$ cat src/rtl/mc_ctrl_fsm_pkg.sv
// mc_ctrl_fsm_pkg: shared encodings for the multi-cycle controller and its
// datapath muxes: opcode/funct constants, state codes, instruction classes,
// mux-select encodings and the control-word struct driven by the controller.
package mc_ctrl_fsm_pkg;

  // opcode (IR[31:26])
  localparam logic [5:0] OP_RTYPE = 6'b000000;
  localparam logic [5:0] OP_J     = 6'b000010;
  localparam logic [5:0] OP_JAL   = 6'b000011;
  localparam logic [5:0] OP_BEQ   = 6'b000100;
  localparam logic [5:0] OP_ORI   = 6'b001101;
  localparam logic [5:0] OP_LUI   = 6'b001111;
  localparam logic [5:0] OP_LW    = 6'b100011;
  localparam logic [5:0] OP_SW    = 6'b101011;

  // funct (IR[5:0]) for R-type
  localparam logic [5:0] FN_ADDU  = 6'b100001;
  localparam logic [5:0] FN_SUBU  = 6'b100011;
  localparam logic [5:0] FN_JR    = 6'b001000;

  typedef enum logic [2:0] {
    S_FETCH  = 3'd0,
    S_DECODE = 3'd1,
    S_EXE    = 3'd2,
    S_MEM    = 3'd3,
    S_WB     = 3'd4
  } state_t;

  typedef enum logic [3:0] {
    IC_RTYPE_ALU, IC_JR, IC_ORI, IC_LUI, IC_LW,
    IC_SW, IC_BEQ, IC_J, IC_JAL, IC_ILLEGAL
  } iclass_t;

  localparam logic [1:0] PCS_SEQ  = 2'b00;
  localparam logic [1:0] PCS_BR   = 2'b01;
  localparam logic [1:0] PCS_JMP  = 2'b10;
  localparam logic [1:0] PCS_JR   = 2'b11;

  localparam logic [2:0] ALU_ADD  = 3'b000;
  localparam logic [2:0] ALU_SUB  = 3'b001;
  localparam logic [2:0] ALU_OR   = 3'b010;
  localparam logic [2:0] ALU_LUI  = 3'b011;

  localparam logic [1:0] EXT_ZERO = 2'b00;
  localparam logic [1:0] EXT_SIGN = 2'b01;
  localparam logic [1:0] EXT_HI16 = 2'b10;

  localparam logic [1:0] WB_ALU   = 2'b00;
  localparam logic [1:0] WB_MEM   = 2'b01;
  localparam logic [1:0] WB_PC4   = 2'b10;

  localparam logic [1:0] RD_RT    = 2'b00;
  localparam logic [1:0] RD_RD    = 2'b01;
  localparam logic [1:0] RD_RA    = 2'b10;

  typedef struct packed {
    logic       ir_wr;
    logic       pc_en;
    logic [1:0] pc_select;
    logic       reg_wr;
    logic [1:0] reg_dst;
    logic [1:0] wb_sel;
    logic       alu_src;
    logic [2:0] alu_op;
    logic [1:0] ext_op;
    logic       mem_wr;
    logic       illegal;
  } ctrl_t;

endpackage

$ cat src/rtl/mc_main_dec.sv
// mc_main_dec: combinational opcode/funct -> instruction class.
// Ports: opcode[5:0], funct[5:0] in; iclass out. Anything not decoded
// (including unknown R-type funct codes) maps to IC_ILLEGAL.
module mc_main_dec
  import mc_ctrl_fsm_pkg::*;
(
  input  logic [5:0] opcode,
  input  logic [5:0] funct,
  output iclass_t    iclass
);

  always_comb begin
    iclass = IC_ILLEGAL;
    case (opcode)
      OP_RTYPE: begin
        if (funct == FN_ADDU || funct == FN_SUBU) iclass = IC_RTYPE_ALU;
        else if (funct == FN_JR)                  iclass = IC_JR;
      end
      OP_ORI:  iclass = IC_ORI;
      OP_LUI:  iclass = IC_LUI;
      OP_LW:   iclass = IC_LW;
      OP_SW:   iclass = IC_SW;
      OP_BEQ:  iclass = IC_BEQ;
      OP_J:    iclass = IC_J;
      OP_JAL:  iclass = IC_JAL;
      default: iclass = IC_ILLEGAL;
    endcase
  end

endmodule

$ cat src/rtl/mc_ctrl_fsm.sv
// mc_ctrl_fsm: multi-cycle MIPS-lite main controller. Walks each instruction
// through FETCH/DECODE/EXE/MEM/WB and strobes pc_en once, in its last cycle.
// Ports: clk, reset (sync, active-high); opcode/funct from the IR;
// ir_wr, pc_en, pc_select, reg_wr, reg_dst, wb_sel, alu_src, alu_op, ext_op,
// mem_wr, illegal control outputs; state (debug); instr_cnt/cycle_cnt.
// Build option: define MC_PERF_EN to build the retired-instruction and cycle
// counters; otherwise both counter outputs are tied to 0.
module mc_ctrl_fsm
  import mc_ctrl_fsm_pkg::*;
#(
  parameter int CNT_W = 32
) (
  input  logic             clk,
  input  logic             reset,
  input  logic [5:0]       opcode,
  input  logic [5:0]       funct,
  output logic             ir_wr,
  output logic             pc_en,
  output logic [1:0]       pc_select,
  output logic             reg_wr,
  output logic [1:0]       reg_dst,
  output logic [1:0]       wb_sel,
  output logic             alu_src,
  output logic [2:0]       alu_op,
  output logic [1:0]       ext_op,
  output logic             mem_wr,
  output logic             illegal,
  output logic [2:0]       state,
  output logic [CNT_W-1:0] instr_cnt,
  output logic [CNT_W-1:0] cycle_cnt
);

  state_t  st_q, st_nxt;
  iclass_t ic;
  ctrl_t   c, o;

  mc_main_dec u_dec (
    .opcode (opcode),
    .funct  (funct),
    .iclass (ic)
  );

  always_ff @(posedge clk) begin
    if (reset) st_q <= S_FETCH;
    else       st_q <= st_nxt;
  end

  always_comb begin
    st_nxt = S_FETCH;
    c      = '0;
    case (st_q)
      S_FETCH: begin
        c.ir_wr = 1'b1;
        st_nxt  = S_DECODE;
      end
      S_DECODE: begin
        case (ic)
          IC_J: begin
            c.pc_en = 1'b1; c.pc_select = PCS_JMP;
          end
          IC_JAL: begin
            c.pc_en  = 1'b1; c.pc_select = PCS_JMP;
            c.reg_wr = 1'b1; c.reg_dst = RD_RA; c.wb_sel = WB_PC4;
          end
          IC_JR: begin
            c.pc_en = 1'b1; c.pc_select = PCS_JR;
          end
          IC_ILLEGAL: begin
            // retired as a nop: advance the PC, write nothing
            c.illegal = 1'b1; c.pc_en = 1'b1; c.pc_select = PCS_SEQ;
          end
          default: st_nxt = S_EXE;
        endcase
      end
      S_EXE, S_MEM, S_WB: begin
        // ALU/extender selects are held from EXE through WB so a datapath
        // without a result register still sees a stable ALU output.
        case (ic)
          IC_RTYPE_ALU: begin
            c.alu_src = 1'b0;
            c.alu_op  = (funct == FN_SUBU) ? ALU_SUB : ALU_ADD;
          end
          IC_ORI: begin
            c.alu_src = 1'b1; c.ext_op = EXT_ZERO; c.alu_op = ALU_OR;
          end
          IC_LUI: begin
            c.alu_src = 1'b1; c.ext_op = EXT_HI16; c.alu_op = ALU_LUI;
          end
          IC_LW, IC_SW: begin
            c.alu_src = 1'b1; c.ext_op = EXT_SIGN; c.alu_op = ALU_ADD;
          end
          IC_BEQ: begin
            c.alu_src = 1'b0; c.alu_op = ALU_SUB;
          end
          default: ;
        endcase
        if (st_q == S_EXE) begin
          if (ic == IC_BEQ) begin
            c.pc_en = 1'b1; c.pc_select = PCS_BR;
            st_nxt  = S_FETCH;
          end else if (ic == IC_LW || ic == IC_SW) begin
            st_nxt = S_MEM;
          end else begin
            st_nxt = S_WB;
          end
        end else if (st_q == S_MEM) begin
          if (ic == IC_SW) begin
            c.mem_wr = 1'b1; c.pc_en = 1'b1; c.pc_select = PCS_SEQ;
            st_nxt   = S_FETCH;
          end else begin
            st_nxt = S_WB;
          end
        end else begin
          c.reg_wr    = 1'b1;
          c.pc_en     = 1'b1;
          c.pc_select = PCS_SEQ;
          c.reg_dst   = (ic == IC_RTYPE_ALU) ? RD_RD : RD_RT;
          c.wb_sel    = (ic == IC_LW) ? WB_MEM : WB_ALU;
          st_nxt      = S_FETCH;
        end
      end
      default: st_nxt = S_FETCH; // codes 5-7: recover to FETCH
    endcase
  end

  // Reset is synchronous, so the state register still holds the old state
  // during the reset cycle; force every output low so no write escapes.
  assign o         = reset ? '0 : c;
  assign ir_wr     = o.ir_wr;
  assign pc_en     = o.pc_en;
  assign pc_select = o.pc_select;
  assign reg_wr    = o.reg_wr;
  assign reg_dst   = o.reg_dst;
  assign wb_sel    = o.wb_sel;
  assign alu_src   = o.alu_src;
  assign alu_op    = o.alu_op;
  assign ext_op    = o.ext_op;
  assign mem_wr    = o.mem_wr;
  assign illegal   = o.illegal;
  assign state     = reset ? 3'd0 : st_q;

`ifdef MC_PERF_EN
  logic [CNT_W-1:0] icnt_q, ccnt_q;

  always_ff @(posedge clk) begin
    if (reset) begin
      icnt_q <= '0;
      ccnt_q <= '0;
    end else begin
      ccnt_q <= ccnt_q + CNT_W'(1);
      if (o.pc_en) icnt_q <= icnt_q + CNT_W'(1);
    end
  end

  assign instr_cnt = icnt_q;
  assign cycle_cnt = ccnt_q;
`else
  assign instr_cnt = '0;
  assign cycle_cnt = '0;
`endif

endmodule

$ cat config.mk
export PLATFORM = sky130hd
export DESIGN_NAME = mc_ctrl_fsm
export DESIGN_NICKNAME = d
export VERILOG_FILES = /design/src/rtl/mc_ctrl_fsm_pkg.sv /design/src/rtl/mc_main_dec.sv /design/src/rtl/mc_ctrl_fsm.sv
export SDC_FILE = /design/constraint.sdc
export NUM_CORES = 1
export LEC_CHECK = 0
export CAP_MARGIN = 10
export CORE_UTILIZATION = 59
export DETAILED_ROUTE_END_ITERATION = 8
export DONT_BUFFER_PORTS = 1
export GPL_TIMING_DRIVEN = 0
export PLACE_DENSITY = 0.79
export SLEW_MARGIN = 20
export SYNTH_ARGS = -nofsm -noshare
export SYNTH_HDL_FRONTEND = slang
export SYNTH_SLANG_ARGS = --single-unit
$ cat constraint.sdc
create_clock -name clk -period 4.64 [get_ports clk]
set_clock_uncertainty 0.1 [all_clocks]
set_input_delay 0.696 -clock clk [delete_from_list [all_inputs] [get_ports clk]]
set_output_delay 0.696 -clock clk [all_outputs]
set_load 0.01 [all_outputs]
# ---- Yosys cells after proc, flatten, opt, wreduce, memory -nomap -nowiden
# Index checks and enable logic that the tools add are counted.
dict set report classes {
  n_mux 33
  n_reduce_logical 9
  n_eq_ne 23
}
# cell count
set ops {}
lappend ops {{$pmux W4 S8} 1}
lappend ops {{$mux W3} 10}
lappend ops {{$eq A6 B6 Y1 const B} 4}
lappend ops {{$pmux W4 S5} 1}
lappend ops {{$eq A6 B4 Y1 const B} 3}
lappend ops {{$pmux W3 S3} 2}
lappend ops {{$mux W17} 1}
lappend ops {{$eq A4 B3 Y1 const B} 4}
lappend ops {{$pmux W8 S2} 1}
lappend ops {{$mux W5} 3}
lappend ops {{$eq A6 B2 Y1 const B} 2}
lappend ops {{$mux W1} 9}
lappend ops {{$eq A4 B2 Y1 const B} 2}
lappend ops {{$eq A4 B4 Y1 const B} 2}
lappend ops {{$mux W4} 2}
lappend ops {{$mux W7} 1}
lappend ops {{$eq A3 B2 Y1 const B} 2}
lappend ops {{$eq A6 B3 Y1 const B} 1}
lappend ops {{$logic_not A6 Y1} 1}
lappend ops {{$eq A4 B1 Y1 const B} 1}
lappend ops {{$logic_not A4 Y1} 1}
lappend ops {{$pmux W2 S2} 1}
lappend ops {{$reduce_or A2 Y1} 2}
lappend ops {{$reduce_or A4 Y1} 1}
lappend ops {{6 further kinds} 7}
dict set report totals {
  ff_bits 3
  input_bits 14
  elab_cells 66
}

# ---- Depth between registers and ports, before layout
# Gate-level depths: netlist (run 1).
dict set report logic_depth {
  ltp_word 10
  depth_mapped 6
}

# ---- By module
# From an unflattened synthesis (run 1), not the netlist that was laid out.
dict set report hier_totals {
  hier_cells 165
  hier_area_um2 1172.4
}
# module cells_per_inst seq_area_each_um2 area_each_um2 n_inst
set modules_own_cells {}
lappend modules_own_cells {mc_ctrl_fsm 137 60.1 984.7 1}
lappend modules_own_cells {mc_main_dec 28 0.0 187.7 1}

# ---- Worst setup path before layout (run 1)
# Ideal clock, no wire load.
dict set report synth_timing {
  kind {input to output}
  startpoint {input opcode[5]}
  endpoint {output reg_dst[0]}
  path_slack_ns 1.763
  stages 5
  arrival_time_ns 2.081
  path_buffers 1
  path_cell_list {buf_2 -> or3_4 -> a2111oi_4 -> nand3_1 -> nor4_1}
}
dict set report synth_between {
  elab_chain_len 8
  word_cells_on_any_way 15
  classes_between {7 x eq/ne; 6 x mux; 2 x reduce/logical}
}
# item line_no
set synth_rtl {}
lappend synth_rtl {{start: declaration} mc_ctrl_fsm.sv:15} ;# input logic [5:0] opcode,
lappend synth_rtl {{$eq A6 B2 Y1, or another cell as far along} mc_main_dec.sv:14} ;# case (opcode)
lappend synth_rtl {{$pmux W4 S8 (*)} mc_main_dec.sv:14}
lappend synth_rtl {{$logic_not A4 Y1 (*)} mc_ctrl_fsm.sv:117} ;# c.reg_dst = (ic == IC_RTYPE_ALU) ? RD_RD : RD_RT;
lappend synth_rtl {{$mux W1 (*)} mc_ctrl_fsm.sv:117}
lappend synth_rtl {{$mux W5 (*)} mc_ctrl_fsm.sv:106} ;# end else if (st_q == S_MEM) begin
lappend synth_rtl {{$mux W5 (*)} mc_ctrl_fsm.sv:97} ;# if (st_q == S_EXE) begin
lappend synth_rtl {{$pmux W8 S2 (*)} mc_ctrl_fsm.sv:51} ;# case (st_q)
lappend synth_rtl {{$mux W17 (*)} mc_ctrl_fsm.sv:128} ;# assign o = reset ? '0 : c;
lappend synth_rtl {{end: declaration} mc_ctrl_fsm.sv:21} ;# output logic [1:0] reg_dst,
# Mark *: on every way between the ends. The rest lies on a longest branch, timed or not.

# ---- Worst setup path in the final report (run 1)
dict set report layout_timing {
  startpoint {input opcode[5]}
  endpoint {output wb_sel[0]}
}
dict set report layout_between {
  elab_chain_len 8
  word_cells_on_any_way 15
  classes_between {8 x eq/ne; 6 x mux; 1 x reduce/logical}
}
# item line_no
set layout_rtl {}
lappend layout_rtl {{$eq A6 B2 Y1, or another cell as far along} mc_main_dec.sv:14}
lappend layout_rtl {{$pmux W4 S8 (*)} mc_main_dec.sv:14}
lappend layout_rtl {{$eq A4 B3 Y1 (*)} mc_ctrl_fsm.sv:118} ;# c.wb_sel = (ic == IC_LW) ? WB_MEM : WB_ALU;
lappend layout_rtl {{$mux W1 (*)} mc_ctrl_fsm.sv:118}
lappend layout_rtl {{$mux W5 (*)} mc_ctrl_fsm.sv:106}
lappend layout_rtl {{$mux W5 (*)} mc_ctrl_fsm.sv:97}
lappend layout_rtl {{$pmux W8 S2 (*)} mc_ctrl_fsm.sv:51}
lappend layout_rtl {{$mux W17 (*)} mc_ctrl_fsm.sv:128}
lappend layout_rtl {{end: declaration} mc_ctrl_fsm.sv:22} ;# output logic [1:0] wb_sel,
# Marks and branches as above.

==> flow_metrics.env, run 1 <==
export IMPL_routabilityCongestion=0.799
export IMPL_cts_buffers=3
export IMPL_post_cts_resized=0
export IMPL_layout_drive_gt1_share=0.357
export IMPL_start_util=0.655
export IMPL_antenna_found_initial=0
export IMPL_synth_common_cells="66 x buf_4, 10 x nor2_1, 8 x nand2_1"
export IMPL_rsz0062_at_grt="no"
export IMPL_largest_reg_flops=3
export IMPL_max_freq_mhz=321
export IMPL_synth_top_area_share=0.424
export IMPL_final_util=0.822
export IMPL_setup_viol=0
export IMPL_yosys_area_top_type="buf_4"
export IMPL_fin_crit_ns=3.11
export IMPL_grt_max_degree=11
export IMPL_ios=98
export IMPL_clock_latency_ns=0.23
export IMPL_fin_tns_setup_ns=0
export IMPL_grt_pass1_vias=947
export IMPL_path_clk_slew_ns=0.04
export IMPL_p_leak_uw=0.000804
export IMPL_post_cts_setup_buffers=0
export IMPL_seq_area_frac_synth=0.0514
export IMPL_dieArea_um2=2160
export IMPL_netlist_area_um2=1170
export IMPL_cts_max_path_buffers=2
export IMPL_status="complete, no violations"
export IMPL_yosysMostFrequentCell="buf_4"
export IMPL_worst_pin_slew_ns=0.670
export IMPL_ant_nets=0
export IMPL_crit_arrival_ns=2.32
export IMPL_relSlewSlack=0.549
export IMPL_crit_type="in2out"
export IMPL_hold_violations=0
export IMPL_drt_first_pass_iters=4
export IMPL_drv_slew=0
export IMPL_ys_types=43
export IMPL_drt_wl_total_mm=2.65
export IMPL_critPathRequiredTime_ns=3.84
export IMPL_yosys_top_cells_area="buf_4 42%, dfxtp_1 5.1%, nor2_1 3.2%"
export IMPL_start_kind="input pin"
export IMPL_grt_overflow_total=0
export IMPL_fillers=120
export IMPL_avgViaCountPerCell=4.53
export IMPL_grt_pass1_wl_mm=3.72
export IMPL_area_growth_pct=25.5
export IMPL_max_cap_viol_count=0
export IMPL_core_um2=1780
export IMPL_ys_seq_elements=3
export IMPL_drc=0
export IMPL_insertedDiodeCount=0
export IMPL_num_rows=15
export IMPL_htree_levels=1
export IMPL_fin_crit_sh=0.671
export IMPL_syn_inst=162
export IMPL_port_buffer_count=0
export IMPL_cts_sinks=3
export IMPL_hp_class="reg2reg"
export IMPL_grt_use_total=0.230
export IMPL_die_x_um=46.5
export IMPL_regMostFlops="st_q"
export IMPL_worstSetupEndpointType="primary output"
export IMPL_synth_async_reset_ratio=0
export IMPL_tritoncts="done"
export IMPL_synth_edf_count=0
export IMPL_holdBufCountCts=0
export IMPL_nNetsFinal=245
export IMPL_vias=1155
export IMPL_drt_iter0_drc=48
export IMPL_dp_final_hpwl_mm=2.18
export IMPL_ys_flop_type="dfxtp_1"
export IMPL_powerDensity_nw_per_um2=123
export IMPL_cts_root_buf="clkbuf_4"
export IMPL_yosysWarnings=0
export IMPL_avgSynthCellArea_um2=7.21
export IMPL_cp_max_fo=10
export IMPL_drt_wirelength_per_cell_um=10.4
export IMPL_ir_drop_v=0.0000951
export IMPL_reg_top3="st_q x3"
export IMPL_die_h_um=46.5
## power by group
part	switching (µW)	internal, µW	total (µW)
sequential	0.429	26.8	27.2
clock	13.7	32.2	46.0
combinational	57.2	49.7	107
## routing by layer
layer	track usage	share of wire	vias to the layer above
li1	-	-	567
met1	0.252	0.34	468
met2	0.417	0.51	110
met3	0.0392	0.14	10
met4	0.112	0.016	0
met5	0	0	-
## critical path, stage by stage
cell and delay, ns:
buf_2 0.16, or3_4 0.41, a2111oi_4 0.42, nand3_1 0.16
nor4_1 0.47
## cells in the final DEF (no fill, tap or decap), types with 2 or more instances in the layout
cell type   n
a21oi_1     4
buf_4      66
or3_4       2
nor4_1      5
buf_6       2
nand2b_1    3
nor2b_1     4
nand4b_1    2
nor2_1     10
conb_1     65
buf_2       4
nor3_1      5
a2111oi_0   2
clkbuf_1    3
or3_1       3
o21ai_0     2
o31a_1      2
a21o_1      2
nand3_1     6
or2_1       3
nand2_1     8
clkbuf_4    3
dfxtp_1     3
## kinds of logic (layout without fill, tap and decap cells)
| kind of cell | after synthesis | count (layout) | share of synthesized area |
|---|---|---|---|
| buf+inv | 75 | 79 | 0.470 |
| flops | 3 | 3 | 0.0514 |
| simple gates | 57 | 57 | 0.277 |
| other cells | 1 | 65 | 0.00321 |
| xor+xnor | 1 | 1 | 0.00750 |
| compound gates | 25 | 25 | 0.191 |
## area by class of cell
type | count | area (µm²) | area share
sequential | 3 | 60.1 | 0.0410
inverter | 1 | 3.75 | 0.00256
buffer | 74 | 546 | 0.372
tap | 25 | 31.3 | 0.0213
clock buffer | 4 | 26.3 | 0.0179
multi-input combinational | 148 | 800 | 0.545
## stage by stage
stage	instance area [µm²]	cells	hold slack, ns	power (µW)	worst slack, ns
global placement	1440	251	0.387	129	1.61
finish	1470	255	0.432	180	1.53
floorplan	1410	226	0.357	124	1.76
CTS	1470	255	0.422	176	1.58
detailed placement	1440	251	0.392	130	1.58
global route	1470	255	0.451	193	1.53
## path summary, 6_finish.rpt
kind / startpoint / end / slack (ns) / cells past startpoint
worst max-delay path: opcode[5] / wb_sel[0] / 1.53 / 5
worst min-delay path: st_q[2] / st_q[1] / 0.43 / 1
worst max register to register: st_q[0] / st_q[2] / 3.29 / 3
worst min register to register: st_q[2] / st_q[1] / 0.43 / 1
Note: power is estimated with default switching activity, not from simulation.
==> run 2: changes to the inputs <==
--- a/config.mk
+++ b/config.mk
@@ -6,11 +6,11 @@
 export NUM_CORES = 1
 export LEC_CHECK = 0
 export CAP_MARGIN = 10
-export CORE_UTILIZATION = 59
+export CORE_UTILIZATION = 58
 export DETAILED_ROUTE_END_ITERATION = 8
 export DONT_BUFFER_PORTS = 1
 export GPL_TIMING_DRIVEN = 0
-export PLACE_DENSITY = 0.79
+export PLACE_DENSITY = 0.8
 export SLEW_MARGIN = 20
 export SYNTH_ARGS = -nofsm -noshare
 export SYNTH_HDL_FRONTEND = slang
==> constraint.sdc (replaced) <==
create_clock -name clk -period 2.82 [get_ports clk]
set_clock_uncertainty 0.1 [all_clocks]
set_input_delay 0.423 -clock clk [delete_from_list [all_inputs] [get_ports clk]]
set_output_delay 0.423 -clock clk [all_outputs]
set_load 0.01 [all_outputs]
==> run 2 against run 1 <==
- register-to-register slack worse by 1.9 ns
- critical path depth stayed put
- sequential share of layout area about the same
- sequential cell count unchanged
- worst setup slack worse by 1.3 ns
- core utilization decreased by 0.16 points
- routed wire length is 1.7% higher
- count of clock-buffer cells in the layout unchanged
- worst hold slack got worse by 0.0044 ns
==> flow_metrics.env, run 2 (synthesis results as in run 1) <==
export IMPL_status="complete, no violations"
export IMPL_hold_violations=0
export IMPL_grt_use_total=0.237
export IMPL_p_switching_uw=126
export IMPL_area_growth_pct=26.6
export IMPL_crit_type="in2out"
export IMPL_fin_area_um2=1480
export IMPL_avgViaCountPerCell=4.75
export IMPL_cts_root_buf="clkbuf_4"
export IMPL_drt_wirelength_per_cell_um=10.6
export IMPL_crit_arrival_ns=2.05
export IMPL_cts_max_path_buffers=2
export IMPL_rsz0062_at_grt="no"
export IMPL_grt_pass1_vias=948
export IMPL_core_um2=1800
export IMPL_die_h_um=46.9
export IMPL_ant_nets=0
export IMPL_routabilityCongestion=0.804
export IMPL_cts_buffers=3
export IMPL_hp_class="reg2reg"
export IMPL_path_clk_slew_ns=0.04
export IMPL_worst_pin_slew_ns=0.572
export IMPL_max_freq_mhz=388
export IMPL_grt_pass1_wl_mm=3.85
export IMPL_clkPwrFrac=0.272
export IMPL_num_rows=15
export IMPL_p_leak_uw=0.000805
export IMPL_cp_max_fo=10
export IMPL_port_buffer_count=0
export IMPL_drc=0
export IMPL_intPower_uw=179
export IMPL_largest_reg_flops=3
export IMPL_setup_viol=0
export IMPL_post_cts_setup_buffers=0
export IMPL_cts_sinks=3
export IMPL_fin_crit_sh=0.913
export IMPL_mostFrequentLayoutCells="66 x buf_4, 65 x conb_1, 10 x nor2_1"
export IMPL_powerDensity_nw_per_um2=206
export IMPL_reg_top3="st_q x3"
export IMPL_drt_first_pass_iters=4
export IMPL_regMostFlops="st_q"
export IMPL_start_kind="input pin"
export IMPL_critPathRequiredTime_ns=2.30
export IMPL_dieArea_um2=2200
export IMPL_p_comb_frac=0.582
export IMPL_relSlewSlack=0.615
export IMPL_insertedDiodeCount=0
export IMPL_ios=98
export IMPL_fillers=123
export IMPL_nNetsFinal=245
export IMPL_ir_drop_v=0.000165
export IMPL_fin_tns_setup_ns=0
export IMPL_clock_latency_ns=0.25
export IMPL_grt_max_degree=11
export IMPL_vias=1210
export IMPL_max_cap_viol_count=0
export IMPL_drt_iter0_drc=32
export IMPL_drv_slew=0
export IMPL_fin_crit_ns=2.58
export IMPL_die_x_um=46.9
export IMPL_worstSetupEndpointType="primary output"
export IMPL_layout_drive_gt1_share=0.365
export IMPL_pwr_share_seq=0.147
export IMPL_placed_area_um2=1440
export IMPL_drt_wl_total_mm=2.70
export IMPL_htree_levels=1
export IMPL_p_sw_frac=0.412
export IMPL_dp_final_hpwl_mm=2.21
export IMPL_layout_commonest_cell="buf_4"
export IMPL_tritoncts="done"
export IMPL_start_util=0.649
export IMPL_antenna_found_initial=0
export IMPL_grt_overflow_total=0
==> run 2: critical path, stage by stage <==
cell and delay [ns]:
buf_2 0.16, or3_4 0.42, a2111oi_4 0.43, nand3_1 0.17
nor4_1 0.45
==> run 2: layout make-up <==
cell class                 instances  area [µm²]  share of cell area
clock buffer                       4        26.3              0.0178
sequential                         3        60.1              0.0406
multi-input combinational        148         812               0.549
buffer                            74         546               0.369
inverter                           1        3.75             0.00254
tap                               25        31.3              0.0212
==> run 2: through the flow <==
stage	hold slack, ns	power [µW]	instances	util	setup WS (ns)
floorplan	0.357	204	226	-	0.489
global placement	0.388	212	251	0.799	0.333
detailed placement	0.411	214	251	0.799	0.269
CTS	0.418	295	255	0.814	0.114
global route	0.455	324	255	0.821	0.158
finish	0.428	305	255	0.821	0.244
==> run 2: final timing paths <==
kind / start / to / slack [ns] / depth (start not counted)
setup reg to reg: st_q[0] / st_q[2] / 1.44 / 3
hold reg to reg: st_q[2] / st_q[1] / 0.43 / 1
hold / removal: st_q[2] / st_q[1] / 0.43 / 1
setup / recovery: opcode[5] / wb_sel[0] / 0.24 / 5
==> run 2: repair_timing <==
action                     CTS  global route
setup endpoints to repair    0             3
gates resized for setup      0             2
hold buffers                 0             0
==> run 2: power by group through the flow <==
| stage | combinational, µW | sequential, µW | clock [µW] |
|---|---|---|---|
| 5_1_grt | 194 | 45.0 | 85.5 |
| 2_1_floorplan | 158 | 45.3 | 0 |
| 3_3_place_gp | 167 | 45.3 | 0 |
| 6_report | 177 | 44.8 | 82.8 |
| 3_5_place_dp | 168 | 45.4 | 0 |
| 4_1_cts | 169 | 44.7 | 81.1 |
==> run 2: layer usage <==
metal	track usage	part of all wire	wire length (µm)
met5	0	0	0
met4	0.0857	0.033	89
met3	0.0577	0.13	361
met2	0.433	0.49	1320
met1	0.263	0.34	928
